**src/rtl/mem_stage_ctrl.sv**
```systemverilog
// rtl/mem_stage_ctrl.sv - SPARC memory-stage controller: load/store decode, dmem handshake, load align/extend, writeback.
module mem_stage_ctrl #(
  parameter int ADDR_WIDTH     = 32,
  parameter int TIMEOUT_CYCLES = 255
) (
  input  logic                  clk,
  input  logic                  reset,
  input  logic [63:0]           ex_target,
  input  logic                  ex_mux_sel,
  input  logic [4:0]            ex_regD,
  input  logic [ADDR_WIDTH-1:0] ex_alures,
  input  logic [1:0]            ex_op,
  input  logic [2:0]            ex_op2,
  input  logic [5:0]            ex_op3,
  input  logic [31:0]           ex_valD,
  output logic                  mem_stall,
  output logic                  dmem_req_valid,
  input  logic                  dmem_req_ready,
  output logic [ADDR_WIDTH-1:0] dmem_req_addr,
  output logic                  dmem_req_we,
  output logic [3:0]            dmem_req_be,
  output logic [31:0]           dmem_req_wdata,
  input  logic                  dmem_resp_valid,
  input  logic [31:0]           dmem_resp_rdata,
  output logic                  wb_valid,
  output logic [4:0]            wb_regD,
  output logic [31:0]           wb_data,
  output logic                  wb_we,
  output logic [63:0]           wb_target,
  output logic                  wb_mux_sel,
  output logic                  misalign_trap,
  output logic                  bus_error
);

  typedef enum logic [1:0] {IDLE, REQ, WAIT} state_t;

  localparam logic [7:0] LAST_WAIT = 8'(TIMEOUT_CYCLES - 1);

  state_t     state;
  logic [7:0] wait_cnt;

  logic       is_mem;
  logic       size_word;
  logic       size_half;
  logic       is_store;
  logic       is_signed;
  logic       misaligned;
  logic [1:0] addr_lo;
  logic [7:0] byte_lane;
  logic [15:0] half_lane;
  logic [31:0] load_data;
  logic       unused_op2;

  // op2 only travels along the pipeline; format-3 decode does not need it
  assign unused_op2 = ^ex_op2;

  assign addr_lo = ex_alures[1:0];

  always_comb begin
    is_mem    = 1'b0;
    size_word = 1'b0;
    size_half = 1'b0;
    is_store  = 1'b0;
    is_signed = 1'b0;
    if (ex_op == 2'b11) begin
      case (ex_op3)
        6'b000000: begin is_mem = 1'b1; size_word = 1'b1; end
        6'b000001: begin is_mem = 1'b1; end
        6'b000010: begin is_mem = 1'b1; size_half = 1'b1; end
        6'b000100: begin is_mem = 1'b1; size_word = 1'b1; is_store = 1'b1; end
        6'b000101: begin is_mem = 1'b1; is_store = 1'b1; end
        6'b000110: begin is_mem = 1'b1; size_half = 1'b1; is_store = 1'b1; end
        6'b001001: begin is_mem = 1'b1; is_signed = 1'b1; end
        6'b001010: begin is_mem = 1'b1; size_half = 1'b1; is_signed = 1'b1; end
        default:   ;
      endcase
    end
  end

  assign misaligned = is_mem && ((size_word && (addr_lo != 2'b00)) || (size_half && addr_lo[0]));

  assign dmem_req_addr = {ex_alures[ADDR_WIDTH-1:2], 2'b00};
  assign dmem_req_we   = is_store;

  always_comb begin
    if (size_word) begin
      dmem_req_be    = 4'b1111;
      dmem_req_wdata = ex_valD;
    end else if (size_half) begin
      dmem_req_be    = addr_lo[1] ? 4'b0011 : 4'b1100;
      dmem_req_wdata = {2{ex_valD[15:0]}};
    end else begin
      dmem_req_be    = 4'b1000 >> addr_lo;
      dmem_req_wdata = {4{ex_valD[7:0]}};
    end
  end

  // Big-endian lanes: byte 0 lives in rdata[31:24]
  assign byte_lane = 8'(dmem_resp_rdata >> {~addr_lo, 3'b000});
  assign half_lane = 16'(dmem_resp_rdata >> {~addr_lo[1], 4'b0000});

  always_comb begin
    if (size_word)
      load_data = dmem_resp_rdata;
    else if (size_half)
      load_data = {{16{is_signed & half_lane[15]}}, half_lane};
    else
      load_data = {{24{is_signed & byte_lane[7]}}, byte_lane};
  end

  always_comb begin
    mem_stall = 1'b0;
    if (!reset) begin
      case (state)
        IDLE:    mem_stall = is_mem && !misaligned;
        REQ:     mem_stall = 1'b1;
        WAIT:    mem_stall = !dmem_resp_valid && (wait_cnt != LAST_WAIT);
        default: mem_stall = 1'b0;
      endcase
    end
  end

  assign dmem_req_valid = (state == REQ) && !reset;

  always_ff @(posedge clk) begin
    if (reset) begin
      state         <= IDLE;
      wait_cnt      <= 8'd0;
      wb_valid      <= 1'b0;
      wb_regD       <= 5'd0;
      wb_data       <= 32'd0;
      wb_we         <= 1'b0;
      wb_target     <= 64'd0;
      wb_mux_sel    <= 1'b0;
      misalign_trap <= 1'b0;
      bus_error     <= 1'b0;
    end else begin
      wb_valid      <= 1'b0;
      misalign_trap <= 1'b0;
      bus_error     <= 1'b0;
      case (state)
        IDLE: begin
          if (is_mem && !misaligned) begin
            state <= REQ;
          end else begin
            wb_valid      <= 1'b1;
            wb_regD       <= ex_regD;
            wb_data       <= 32'(ex_alures);
            wb_we         <= !is_mem && (ex_regD != 5'd0);
            wb_target     <= ex_target;
            wb_mux_sel    <= ex_mux_sel;
            misalign_trap <= misaligned;
          end
        end
        REQ: begin
          if (dmem_req_ready) begin
            state    <= WAIT;
            wait_cnt <= 8'd0;
          end
        end
        WAIT: begin
          if (dmem_resp_valid || (wait_cnt == LAST_WAIT)) begin
            state      <= IDLE;
            wb_valid   <= 1'b1;
            wb_regD    <= ex_regD;
            wb_target  <= ex_target;
            wb_mux_sel <= ex_mux_sel;
            // A response in the last wait cycle still wins over the timeout
            if (dmem_resp_valid) begin
              wb_data <= is_store ? 32'(ex_alures) : load_data;
              wb_we   <= !is_store && (ex_regD != 5'd0);
            end else begin
              wb_data   <= 32'(ex_alures);
              wb_we     <= 1'b0;
              bus_error <= 1'b1;
            end
          end else begin
            wait_cnt <= wait_cnt + 8'd1;
          end
        end
        default: state <= IDLE;
      endcase
    end
  end

endmodule

```
**config.mk**
```make
export PLATFORM = sky130hd
export DESIGN_NAME = mem_stage_ctrl
export DESIGN_NICKNAME = d
export VERILOG_FILES = /design/src/rtl/mem_stage_ctrl.sv
export SDC_FILE = /design/constraint.sdc
export NUM_CORES = 1
export LEC_CHECK = 0
export CORE_AREA = 2 2 140 142
export CTS_CLUSTER_SIZE = 14
export DETAILED_ROUTE_END_ITERATION = 8
export DIE_AREA = 0 0 142 144
export GPL_TIMING_DRIVEN = 0
export PLACE_DENSITY = 0.7
export SETUP_SLACK_MARGIN = 0.02
export SLEW_MARGIN = 20
export SYNTH_ARGS = -nofsm -noshare
export SYNTH_HDL_FRONTEND = slang
export SYNTH_SLANG_ARGS = --single-unit
```
**constraint.sdc**
```tcl
create_clock -name clk -period 2.6 [get_ports clk]
set_clock_uncertainty 0.05 [all_clocks]
set_input_delay 0.52 -clock clk [delete_from_list [all_inputs] [get_ports clk]]
set_output_delay 0.52 -clock clk [all_outputs]
set_load 0.005 [all_outputs]
```
==> impl_metrics.toml <==
[run_status]
status = "finished with violations"
violations = "negative setup slack"

[setup_path]
crit_buf_inv = 5
cp_slowest_stage_delay_ns = 0.33
required_ns = 2.03
crit_path_top_delay_cell = "a211oi_4"
crit_family = "buffers and inverters"
cp-end-kind = "output pin"
path_cells = "buf_6 -> nand4bb_4 -> buf_8 -> a211oi_4 -> buf_6 -> buf_6 -> mux2_4 -> buf_6"
path_max_fanout = 4
crit_top_cell = "buf_6"
cp-start-kind = "input port"
cp.arrival_ns = 2.06
critPathKind = "input port to output pin"

[detailed_routing]
wl_mm = 27.81
remaining_drc_errors = 0
drtIter0Drc = 574
viasPerCell = 5.030
num_vias = 7208
drtPass1Iterations = 5
ant_nets = 0
wl_per_cell_um = 19.40

[clocking]
clkSlewWorstSetupHoldPaths_ns = 0.05
cts_tree = "yes"
clock_latency_ns = 0.41
cts_inserted_buffers = 17
htreeDepth = 4
clockBufferDepth = 2
clock-sinks = 116
cts_root_buf = "clkbuf_16"

[synthesis]
synth.distinct_cells = 62
post-synth-top-count-cell = "nand2_1"
yosysWarningCount = 0
synth_top_area_frac = 0.3884
async_reset_ff_frac = 0
synth_area_sq_um = 5979
syn_avg_cell_area_sq_um = 7.837
synth_edf_count = 0
synth_commonest_cells = "nand2_1, dfxtp_1, a21oi_1, nor2_1, buf_4"
yosys.area.top_type = "dfxtp_1"
synth_area_leaders = "dfxtp_1, nand2_1, a21oi_1, buf_4, nor2_1"
syn-instance-count = 763
synth_seq_area_share = 0.3884
synthFlopType = "dfxtp_1"
yosys_register_bits = 116

[timing]
setup_ws_ns = -0.02988
relSlewSlack = 0.5352
fmax_ghz = 0.3802
worst_pin_slew_ns = 0.6972
hold_viol = 0
rsz0062_at_grt = "true"
fin_crit_ns = 2.630
setup-violations-final = 5
finalMaxSlewViolations = 0
period_share = 1.011

[min_path]
min_path_type = "flop to flop"

[final_layout]
diodes = 0
area_growth_pct = 84.66
layout-drive-gt1-share = 0.1950
fin_cells = 1433
nNetsFinal = 1365
fill_cells = 1702

[die]
start_util = 0.3134
coreArea_sq_um = 19080
ios = 358
placement_rows = 51
die_h_um = 144
die_x_um = 142
die_area_sq_um = 20450

[place]
dp_hpwl_mm = 20.55
port_buffers = 352
place_ws_ns = -1.099
gp_congestion = 0.9610
placed_cells = 1354

[global_route]
first_global_vias = 6760
grt_overflow = 0
grt_max_degree = 17
antenna_found_initial = 0
grt.total_usage = 0.2574
grt_pass1_wl_mm = 39.63

[pwr]
leakage_nw = 4.547
power.density_nw_per_um2 = 491.3
p_sw_mw = 1.347
ir_drop_mv = 0.5105
power.share.clock = 0.433
p_seq_frac = 0.357
swShare = 0.2483
p_int_mw = 4.078
comb_power_share = 0.210

[flow_run]
maxCapViolations = 0
==> tightest hold or removal path, cell delays in order, from the launching register on <==
cell and delay [ns]:
dfxtp_1 0.30, nand2_1 0.05, a21oi_1 0.05
==> what timing repair did <==
action / 4_1_cts / 5_1_grt
hold endpoints to repair: 0 / 0
cloned: 3 / 2
hold buffers: 0 / 0
buffers inserted: 36 / 7
pin swaps: 12 / 12
setup endpoints to repair: 131 / 128
resized for setup: 163 / 46
==> placed cells by master, fill, tap and decap left out, drive strengths merged, types with 3 or more instances in the layout <==
cell type and n:
clkinvlp 6, dlygate4sd2 14, o41ai 10, o31ai 3
buf 122, o221ai 15, clkdlybuf4s50 312, nor3 10
nor2 47, nand3 3, nand2b 4, mux2 14
nand2 223, dfxtp 116, clkdlybuf4s15 6, o32ai 7
a211oi 6, a31oi 9, o2bb2ai 3, mux2i 3
a21oi 112, clkinv 3, clkbuf 60, o21ai 6
and3 10, bufinv 3, a211o 7, xnor2 5
nand3b 10, inv 8, a22oi 7
==> worst paths after layout <==
path | start | endpoint | slack [ns] | cells past startpoint
worst min register to register | wb_regD[1] | wb_regD[1] | 0.40 | 2
worst min-delay path | wb_regD[1] | wb_regD[1] | 0.40 | 2
worst max register to register | wait_cnt[0] | wb_data[16] | 0.15 | 10
worst max-delay path | ex_op3[4] | dmem_req_wdata[9] | -0.03 | 8
==> logic make-up after synthesis <==
logic type                 after synthesis  synth area share
and+or+nand+nor                        321            0.2321
DFF                                    116            0.3884
other                                    1         0.0006271
muxes                                   18           0.03515
AOI/OAI and AO/OA                      195            0.2300
buffers and inverters                  104            0.1009
adders and majority gates                2          0.004184
xor gates and xnor gates                 6          0.008788
==> state kept, by name (all words and copies together), names as in the netlist <==
name / flops
wb_we: 1
wait_cnt: 8
wb_regD: 5
wb_valid: 1
bus_error: 1
wb_target: 64
wb_mux_sel: 1
misalign_trap: 1
state: 2
wb_data: 32
==> power groups by stage <==
| stage | Sequential [mW] | Combinational (mW) | Clock [mW] |
|---|---|---|---|
| 2_1_floorplan | 1.98 | 0.337 | 0 |
| 3_3_place_gp | 1.97 | 1.07 | 0 |
| 5_1_grt | 1.95 | 1.21 | 2.46 |
| 6_report | 1.94 | 1.14 | 2.35 |
| 4_1_cts | 1.94 | 1.11 | 2.37 |
| 3_5_place_dp | 1.97 | 1.07 | 0 |
==> metal layers <==
metal	wire length (um)	GRT usage
met1	11670	0.3274
met3	2309	0.07649
met5	0	0
met2	12960	0.4134
met4	862	0.09579
==> area by class of cell <==
type / instances / area, sq um / area share
Timing Repair Buffer: 399 / 3876 / 0.3510
Multi-Input combinational cell: 545 / 3244 / 0.2938
Sequential cell: 116 / 2322 / 0.2103
Buffer: 95 / 676.9 / 0.06130
Clock buffer: 20 / 436.7 / 0.03955
Tap cell: 238 / 297.8 / 0.02697
Clock inverter: 12 / 157.7 / 0.01428
Inverter: 8 / 30.03 / 0.002720
==> per-stage QoR <==
stage                     instance area [sq um]  utilization  hold slack (ns)  power (mW)  TNS (ns)
after floorplan                            5983            -           0.3983       2.317         0
after global placement                     9804       0.5139           0.3902       3.038    -71.53
after detailed placement                   9804       0.5139           0.3953       3.048    -76.68
after CTS                                 10900       0.5713           0.4030       5.421         0
after global routing                      11040       0.5787           0.4151       5.617    -1.547
final                                     11040       0.5787           0.3997       5.425  -0.06142
Power figures use the tool's default switching activity.
